## src/rtl/vga_sig_gen.sv

```systemverilog
// VGA 640x480@60 timing generator with 4x4 pixel-replicated, 1-bit frame
// buffer readout and per-frame foreground/background colour selection.
// The line/frame geometry is parameterised; the defaults give standard
// 800x525 VGA timing.
module vga_sig_gen #(
   parameter int unsigned PIX_DIV   = 4,
   parameter int unsigned H_VISIBLE = 640,
   parameter int unsigned H_FRONT   = 16,
   parameter int unsigned H_SYNC    = 96,
   parameter int unsigned H_BACK    = 48,
   parameter int unsigned V_VISIBLE = 480,
   parameter int unsigned V_FRONT   = 10,
   parameter int unsigned V_SYNC    = 2,
   parameter int unsigned V_BACK    = 33
) (
   input  logic        CLK,
   input  logic        RESET,
   input  logic [15:0] CONFIG_COLOURS,
   input  logic        VGA_DATA,
   output logic [14:0] VGA_ADDR,
   output logic        VGA_HS,
   output logic        VGA_VS,
   output logic [7:0]  VGA_COLOUR,
   output logic        FRAME_START
);

   localparam int unsigned PW       = (PIX_DIV > 1) ? $clog2(PIX_DIV) : 1;
   localparam int unsigned CW       = 10;
   localparam int unsigned H_TOTAL  = H_VISIBLE + H_FRONT + H_SYNC + H_BACK;
   localparam int unsigned V_TOTAL  = V_VISIBLE + V_FRONT + V_SYNC + V_BACK;
   localparam int unsigned HS_START = H_VISIBLE + H_FRONT;
   localparam int unsigned HS_STOP  = HS_START + H_SYNC;
   localparam int unsigned VS_START = V_VISIBLE + V_FRONT;
   localparam int unsigned VS_STOP  = VS_START + V_SYNC;

   logic [PW-1:0] pre_q, pre_d;
   logic [CW-1:0] hcount_q, hcount_d;
   logic [CW-1:0] vcount_q, vcount_d;
   logic [14:0]   addr_q, addr_d;
   logic          hs_q, hs_d;
   logic          vs_q, vs_d;
   logic [7:0]    colour_q, colour_d;
   logic          fs_q, fs_d;
   logic [15:0]   act_q, act_d;

   logic pt_c;
   logic h_last_c;
   logic v_last_c;
   logic in_hsync_c;
   logic in_vsync_c;
   logic visible_c;

   // Decode of the current (pre-tick) counter position.
   always_comb begin
      pt_c       = (pre_q == PW'(PIX_DIV - 1));
      h_last_c   = (hcount_q == CW'(H_TOTAL - 1));
      v_last_c   = (vcount_q == CW'(V_TOTAL - 1));
      in_hsync_c = (hcount_q >= CW'(HS_START)) && (hcount_q < CW'(HS_STOP));
      in_vsync_c = (vcount_q >= CW'(VS_START)) && (vcount_q < CW'(VS_STOP));
      visible_c  = (hcount_q < CW'(H_VISIBLE)) && (vcount_q < CW'(V_VISIBLE));
   end

   // Next-state for prescaler, counters, address and the pixel pipeline.
   always_comb begin
      pre_d    = pre_q;
      hcount_d = hcount_q;
      vcount_d = vcount_q;
      addr_d   = addr_q;
      hs_d     = hs_q;
      vs_d     = vs_q;
      colour_d = colour_q;
      act_d    = act_q;
      fs_d     = 1'b0;

      if (pt_c) begin
         pre_d = '0;
      end else begin
         pre_d = pre_q + PW'(1);
      end

      if (pt_c) begin
         if (h_last_c) begin
            hcount_d = '0;
            if (v_last_c) begin
               vcount_d = '0;
               act_d    = CONFIG_COLOURS;
               fs_d     = 1'b1;
            end else begin
               vcount_d = vcount_q + CW'(1);
            end
         end else begin
            hcount_d = hcount_q + CW'(1);
         end

         addr_d = {vcount_d[8:2], hcount_d[9:2]};
         hs_d   = ~in_hsync_c;
         vs_d   = ~in_vsync_c;
         if (visible_c) begin
            colour_d = VGA_DATA ? act_q[15:8] : act_q[7:0];
         end else begin
            colour_d = 8'h00;
         end
      end
   end

   // State registers with asynchronous reset.
   always_ff @(posedge CLK or posedge RESET) begin
      if (RESET) begin
         pre_q    <= '0;
         hcount_q <= '0;
         vcount_q <= '0;
         addr_q   <= '0;
         hs_q     <= 1'b1;
         vs_q     <= 1'b1;
         colour_q <= 8'h00;
         fs_q     <= 1'b0;
         act_q    <= 16'h0000;
      end else begin
         pre_q    <= pre_d;
         hcount_q <= hcount_d;
         vcount_q <= vcount_d;
         addr_q   <= addr_d;
         hs_q     <= hs_d;
         vs_q     <= vs_d;
         colour_q <= colour_d;
         fs_q     <= fs_d;
         act_q    <= act_d;
      end
   end

   assign VGA_ADDR    = addr_q;
   assign VGA_HS      = hs_q;
   assign VGA_VS      = vs_q;
   assign VGA_COLOUR  = colour_q;
   assign FRAME_START = fs_q;

endmodule

```

## config.mk

```make
export PLATFORM = sky130hd
export DESIGN_NAME = vga_sig_gen
export DESIGN_NICKNAME = d
export VERILOG_FILES = /design/src/rtl/vga_sig_gen.sv
export SDC_FILE = /design/constraint.sdc
export NUM_CORES = 1
export LEC_CHECK = 0
export ABC_AREA = 0
export ABC_CLOCK_PERIOD_IN_PS = 2100
export CORE_MARGIN = 8
export CORE_UTILIZATION = 52
export CTS_CLUSTER_SIZE = 14
export DETAILED_ROUTE_END_ITERATION = 12
export HOLD_SLACK_MARGIN = 0.12
export PLACE_DENSITY = 0.87
export RECOVER_POWER = 100
export SYNTH_ARGS = -nofsm -noshare
export SYNTH_HDL_FRONTEND = slang
export SYNTH_SLANG_ARGS = --single-unit
export TNS_END_PERCENT = 20
```

## constraint.sdc

```tcl
create_clock -name CLK -period 2.1 [get_ports CLK]
set_input_delay 0.42 -clock CLK [delete_from_list [all_inputs] [get_ports CLK]]
set_output_delay 0.42 -clock CLK [all_outputs]
set_load 0.05 [all_outputs]
```

==> impl_metrics.toml, run 1 <==
[outcome]
outcome = "finished, final reports clean"

[synth]
synthCells = 209
syn_area_mm2 = 0.00243
synth_top_area_share_pct = 48.4
synthSimpleGateAreaFrac_pct = 14.4
synth_nets = 234
syn_avg_cell_area_um2 = 11.6
ys.flop_type = "dfrtp_1"
synth_compound_area_share_pct = 6.59
synth_edf_count = 0
yosysTopAreaCell = "dfrtp_1"
ys_seq_elements = 49
synth_cell_type_count = 43
synth-warning-count = 0
yosys.area_share.adder_pct = 3.09
synth_top_family_by_area = "simple AND/OR/NAND/NOR gates"
yosys-top-cells-area = "dfrtp_1 48%, mux2_4 6.2%, buf_4 4.9%, mux2i_1 3.7%, ha_1 3.1%"
async_flop_share_pct = 100
seq_area_frac_synth_pct = 50.6
synth_xor_area_share_pct = 3.97
synth_mux_area_share_pct = 12.7

[grt]
grt_pass1_wl_um = 8200
met1_usage_pct = 16.3
grt_most_used_layer = "met2"
groute.layer.met2.usage_pct = 23.1
grt_pass1_vias = 1741
grt_util_met3_pct = 3.48
grt-ovfl-total = 0
grt_start_max_net_pins = 23
antenna_found_initial = 0
grt_use_total_pct = 14.2

[clock_network]
cts-root-buf = "clkbuf_8"
cts_buffer_depth = 2
htree_levels = 2
cts_made_buffers = 5
clkSlewWorstSetupHoldPaths_ps = 90
postCtsHoldBufs = 0
clkLatencyLatePin_ps = 310
clkSinkCount = 49
tritoncts = "built"

[placed_design]
dp.cells = 289
gp_congestion = 0.911
post-place-ws_ps = 113
placed_cell_area_mm2 = 0.00282
io_buffer_count = 44
place_hpwl_um = 3560

[flow_run]
cap_viol_max_count = 0

[timing]
rsz0062_at_grt = "no"
fin_crit_ps = 2030
drv_slew = 0
worst_pin_slew_ps = 812
holdWs_ps = 443
hold_viol = 0
finalSetupTns_ps = 0
layout_setup_ws_ps = 67.2
slew_headroom_pct = 45.8
period_share_pct = 96.8
finalSetupViolations = 0
fmax_ghz = 0.492
clock_skew_ps = 6.43

[die]
dieArea_mm2 = 0.00711
start_util_pct = 52.8
rows = 25
die_y_um = 84.3
fp.coreArea_mm2 = 0.00460
num_io_pins = 45
die_x_um = 84.3

[detailed_routing]
via_per_inst = 5.54
drcViolationCount = 0
via_count = 1661
finalWirelength_um = 4860
routedWlPerCell_um = 16.2
ant_nets = 0
drt_iter0_markers = 102
drt_first_pass_iters = 4

[critical_path]
path_max_fanout = 7
cp.arrival_ps = 1610
crit_chain = "clkdlybuf4s50_1"
cp-start-kind = "flip-flop"
path_delay_family = "buffers and inverters"
critPathMaxStageDelay_ps = 840
slowest_stage = "clkdlybuf4s50_1"
crit_buf_inv = 1
critPathKind = "flip-flop to output port"
critPathRequiredTime_ps = 1680
critical_path.endpoint_type = "output port"

[finish]
final_util_pct = 61.9
design_area_mm2 = 0.00285
layout-drive-gt1-share_pct = 8.94
fin_nets = 270
diodes = 0
syn_to_final_growth_pct = 17.2
seqCellArea_mm2 = 0.00123
final_cell_mix = "47 x dfrtp_1, 29 x clkdlybuf4s50_1, 15 x mux2_1"
multi_input_area_um2 = 946
stdcell_count = 300
final_common_cell = "dfrtp_1"
nFillCells = 363

[power_and_ir_drop]
p_leak_nw = 1.32
power.total_mw = 1.54
peakVddDrop_v = 0.000433
cellPowerDensity_mw_per_mm2 = 542

[min_path]
hold_path_class = "flip-flop to flip-flop"
## worst paths after layout
check | start | endpoint | slack (ps) | cells after the start
max in group asynchronous | RESET | act_q[15]$_DFFE_PP0P_ | 440 | 3
min in group asynchronous | RESET | hcount_q[4]$_DFFE_PP0P_ | 700 | 2
min | pre_q[0]$_DFF_PP0_ | pre_q[0]$_DFF_PP0_ | 440 | 1
max | hcount_q[8]$_DFFE_PP0P_ | VGA_ADDR[6] | 70 | 1
min reg2reg | pre_q[0]$_DFF_PP0_ | pre_q[0]$_DFF_PP0_ | 440 | 1
max reg2reg | vcount_q[0]$_DFFE_PP0P_ | act_q[13]$_DFFE_PP0P_ | 140 | 7
## state kept, by name, summed over array words and instances (netlist names)
name,cells
vcount_q,10
act_q,16
VGA_HS,1
VGA_ADDR,1
hcount_q,9
FRAME_START,1
VGA_VS,1
VGA_COLOUR,8
pre_q,2
## synth_stat cells, types with 2 or more instances
cell type and instances:
dfrtp_1 47, buf_4 16, inv_1 14, nor2_1 11
mux2_4 10, mux2i_1 9, nand3_1 9, o22ai_1 8
nand4_1 7, o21ai_0 7, a21oi_1 6, ha_1 6
mux2_1 6, xnor2_1 6, nand2_1 5, xor2_1 5
nor3_1 4, clkbuf_1 3, and3_1 2, buf_6 2
dfstp_2 2, nor4_1 2, or3_1 2
## power breakdown
part | switching, mW | internal, mW | leakage [nW]
Sequential | 0 | 0.943 | 0.664
Combinational | 0.0268 | 0.0329 | 0.614
Clock | 0.310 | 0.231 | 0.0450
Total | 0.336 | 1.21 | 1.32
## logic make-up (layout without fill, tap and decap cells)
family          Yosys count  after routing
compound gates           27             27
simple gates             55             55
mux                      25             25
buf+inv                  36             73
flops                    49             49
xor+xnor                 11             11
fa+ha+maj                 6              6
## routing by layer
metal / up-vias / part of all wire [%]
met5: - / 0
met4: 0 / 2.7
met3: 13 / 4.4
met2: 44 / 51
met1: 819 / 42
li1: 785 / -
## layout make-up
class,count,area share (%)
well taps,54,2.37
multi-input cells,124,33.2
clock inverters,2,0.352
flip-flops and latches,49,43.2
repair buffers,51,16.4
clock buffers,6,2.55
inverters,14,1.85
## what timing repair did
| action | in CTS | in global routing |
|---|---|---|
| gates resized for setup | 0 | 1 |
| setup buffers | 0 | 3 |
| endpoints found under the setup margin | 0 | 5 |
No activity file was read; power rests on OpenSTA's default activity.
==> inputs of run 2 (changes only) <==
HOLD_SLACK_MARGIN = 0.1   (was 0.12)
REMOVE_ABC_BUFFERS = 1   (was default)
==> run 2 against run 1 <==
Net effect: die area unchanged; non-clock buffer count increased by 1; cell count increased by 0.33%; global-route usage increased by 0.35 points; worst setup slack got worse by 26 ps; clock skew decreased by 0.68 ps; utilization increased by 0.54 points; critical path depth unchanged; hold slack improved by 17 ps.
==> impl_metrics.toml, run 2 (synthesis gave the netlist of run 1 again) <==
[finish]
diodes = 0
syn_to_final_growth_pct = 18.2
final_util_pct = 62.4
top_register = "act_q"
layout-drive-gt1-share_pct = 13.0
final_common_cell = "dfrtp_1"
design_area_mm2 = 0.00287
top_regs = "act_q (16), vcount_q (10), hcount_q (9)"
seqCellArea_mm2 = 0.00123
largest_reg_flops = 16
fin_nets = 271
nFillCells = 363
final_cell_mix = "47 x dfrtp_1, 36 x clkdlybuf4s50_1, 14 x inv_1"
multi_input_area_um2 = 980

[grt]
grt_pass1_vias = 1707
met1_usage_pct = 17.9
grt_start_max_net_pins = 24
grt_util_met3_pct = 4.84
grt_pass1_wl_um = 8460
antenna_found_initial = 0
groute.layer.met2.usage_pct = 23.5
grt-ovfl-total = 0
grt_use_total_pct = 14.5
grt_most_used_layer = "met2"

[detailed_routing]
drcViolationCount = 0
ant_nets = 0
via_count = 1633
drt_first_pass_iters = 4
drt_iter0_markers = 46
via_per_inst = 5.43
finalWirelength_um = 4890
routedWlPerCell_um = 16.2

[die]
die_y_um = 84.3
rows = 25
num_io_pins = 45
start_util_pct = 52.8
die_x_um = 84.3
dieArea_mm2 = 0.00711
fp.coreArea_mm2 = 0.00460

[power_and_ir_drop]
pwr-share-clk_pct = 35.6
peakVddDrop_v = 0.000350
switching_share_pct = 22.1
p_int_mw = 1.21
seq_power_share_pct = 60.6
power.total_mw = 1.56
cellPowerDensity_mw_per_mm2 = 542
switching_power_uw = 344
p_leak_nw = 1.28
p_comb_share_pct = 3.8

[timing]
slew_headroom_pct = 57.6
hold_viol = 0
finalSetupViolations = 0
worst_pin_slew_ps = 635
drv_slew = 0
clock_skew_ps = 5.74
fin_crit_ps = 2060
fmax_ghz = 0.486
period_share_pct = 98.0

[placed_design]
gp_congestion = 0.802
place_hpwl_um = 3620
io_buffer_count = 44
placed_cell_area_mm2 = 0.00283

[critical_path]
path_delay_family = "buffers and inverters"
critPathKind = "flip-flop to output port"
cp-start-kind = "flip-flop"
critPathRequiredTime_ps = 1680
slowest_stage = "clkdlybuf4s50_1"
cp.arrival_ps = 1640
reg2reg_depth = 7
critical_path.endpoint_type = "output port"
path_max_fanout = 7
cp.depth = 1
critPathMaxStageDelay_ps = 850
crit_buf_inv = 1
crit_chain = "clkdlybuf4s50_1"

[clock_network]
tritoncts = "built"
htree_levels = 2
cts_made_buffers = 5
cts_buffer_depth = 2
cts-root-buf = "clkbuf_8"
clkSinkCount = 49
clkSlewWorstSetupHoldPaths_ps = 90
clkLatencyLatePin_ps = 300

[flow_run]
cap_viol_max_count = 0

[min_path]
hold_depth = 1
hold_path_class = "flip-flop to flip-flop"

[outcome]
outcome = "finished, final reports clean"
-- run 2: path summary, 6_finish.rpt --
| check | start | end | slack (ps) |
|---|---|---|---|
| setup / recovery | vcount_q[5]$_DFFE_PP0P_ | VGA_ADDR[11] | 40 |
| hold / removal | pre_q[0]$_DFF_PP0_ | pre_q[0]$_DFF_PP0_ | 460 |
| setup reg to reg | vcount_q[0]$_DFFE_PP0P_ | act_q[4]$_DFFE_PP0P_ | 140 |
| hold reg to reg | pre_q[0]$_DFF_PP0_ | pre_q[0]$_DFF_PP0_ | 460 |
| max in group asynchronous | RESET | act_q[9]$_DFFE_PP0P_ | 500 |
| min in group asynchronous | RESET | pre_q[0]$_DFF_PP0_ | 630 |
-- run 2: power groups by stage --
stage	registers [mW]	logic, mW	clock network, mW
6_report	0.943	0.0593	0.553
5_1_grt	0.943	0.0667	0.613
4_1_cts	0.943	0.0669	0.565
3_5_place_dp	0.961	0.0670	0
3_3_place_gp	0.961	0.0661	0
2_1_floorplan	0.961	0.0172	0
-- run 2: metal layers --
metal,part of all wire [%],up-vias
met3,4.9,4
met4,1.0,0
li1,-,786
met1,44,812
met5,0,-
met2,50,31
-- run 2: final cells by class --
type	instances	share of cell area [%]
tap	54	2.35
sequential	49	42.8
inverter	14	1.83
clock buffer	6	2.53
multi-input combinational	124	34.1
clock inverter	2	0.523
timing repair buffer	52	15.8
-- run 2: repair_timing --
item,4_1_cts,5_1_grt
endpoints found under the hold margin,0,0
resized for setup,0,4
setup buffers,0,1
endpoints found under the setup margin,0,5
hold buffers,0,0
-- run 2: stage by stage --
stage / setup WS (ps) / hold WS (ps) / instances / setup TNS [ps]
final: 41.2 / 459 / 301 / 0
after global routing: -9.81 / 481 / 301 / -9.81
after CTS: 33.2 / 420 / 300 / 0
after detailed placement: 160 / 424 / 292 / 0
after global placement: 266 / 418 / 292 / 0
after floorplan: -185 / 403 / 187 / -2680
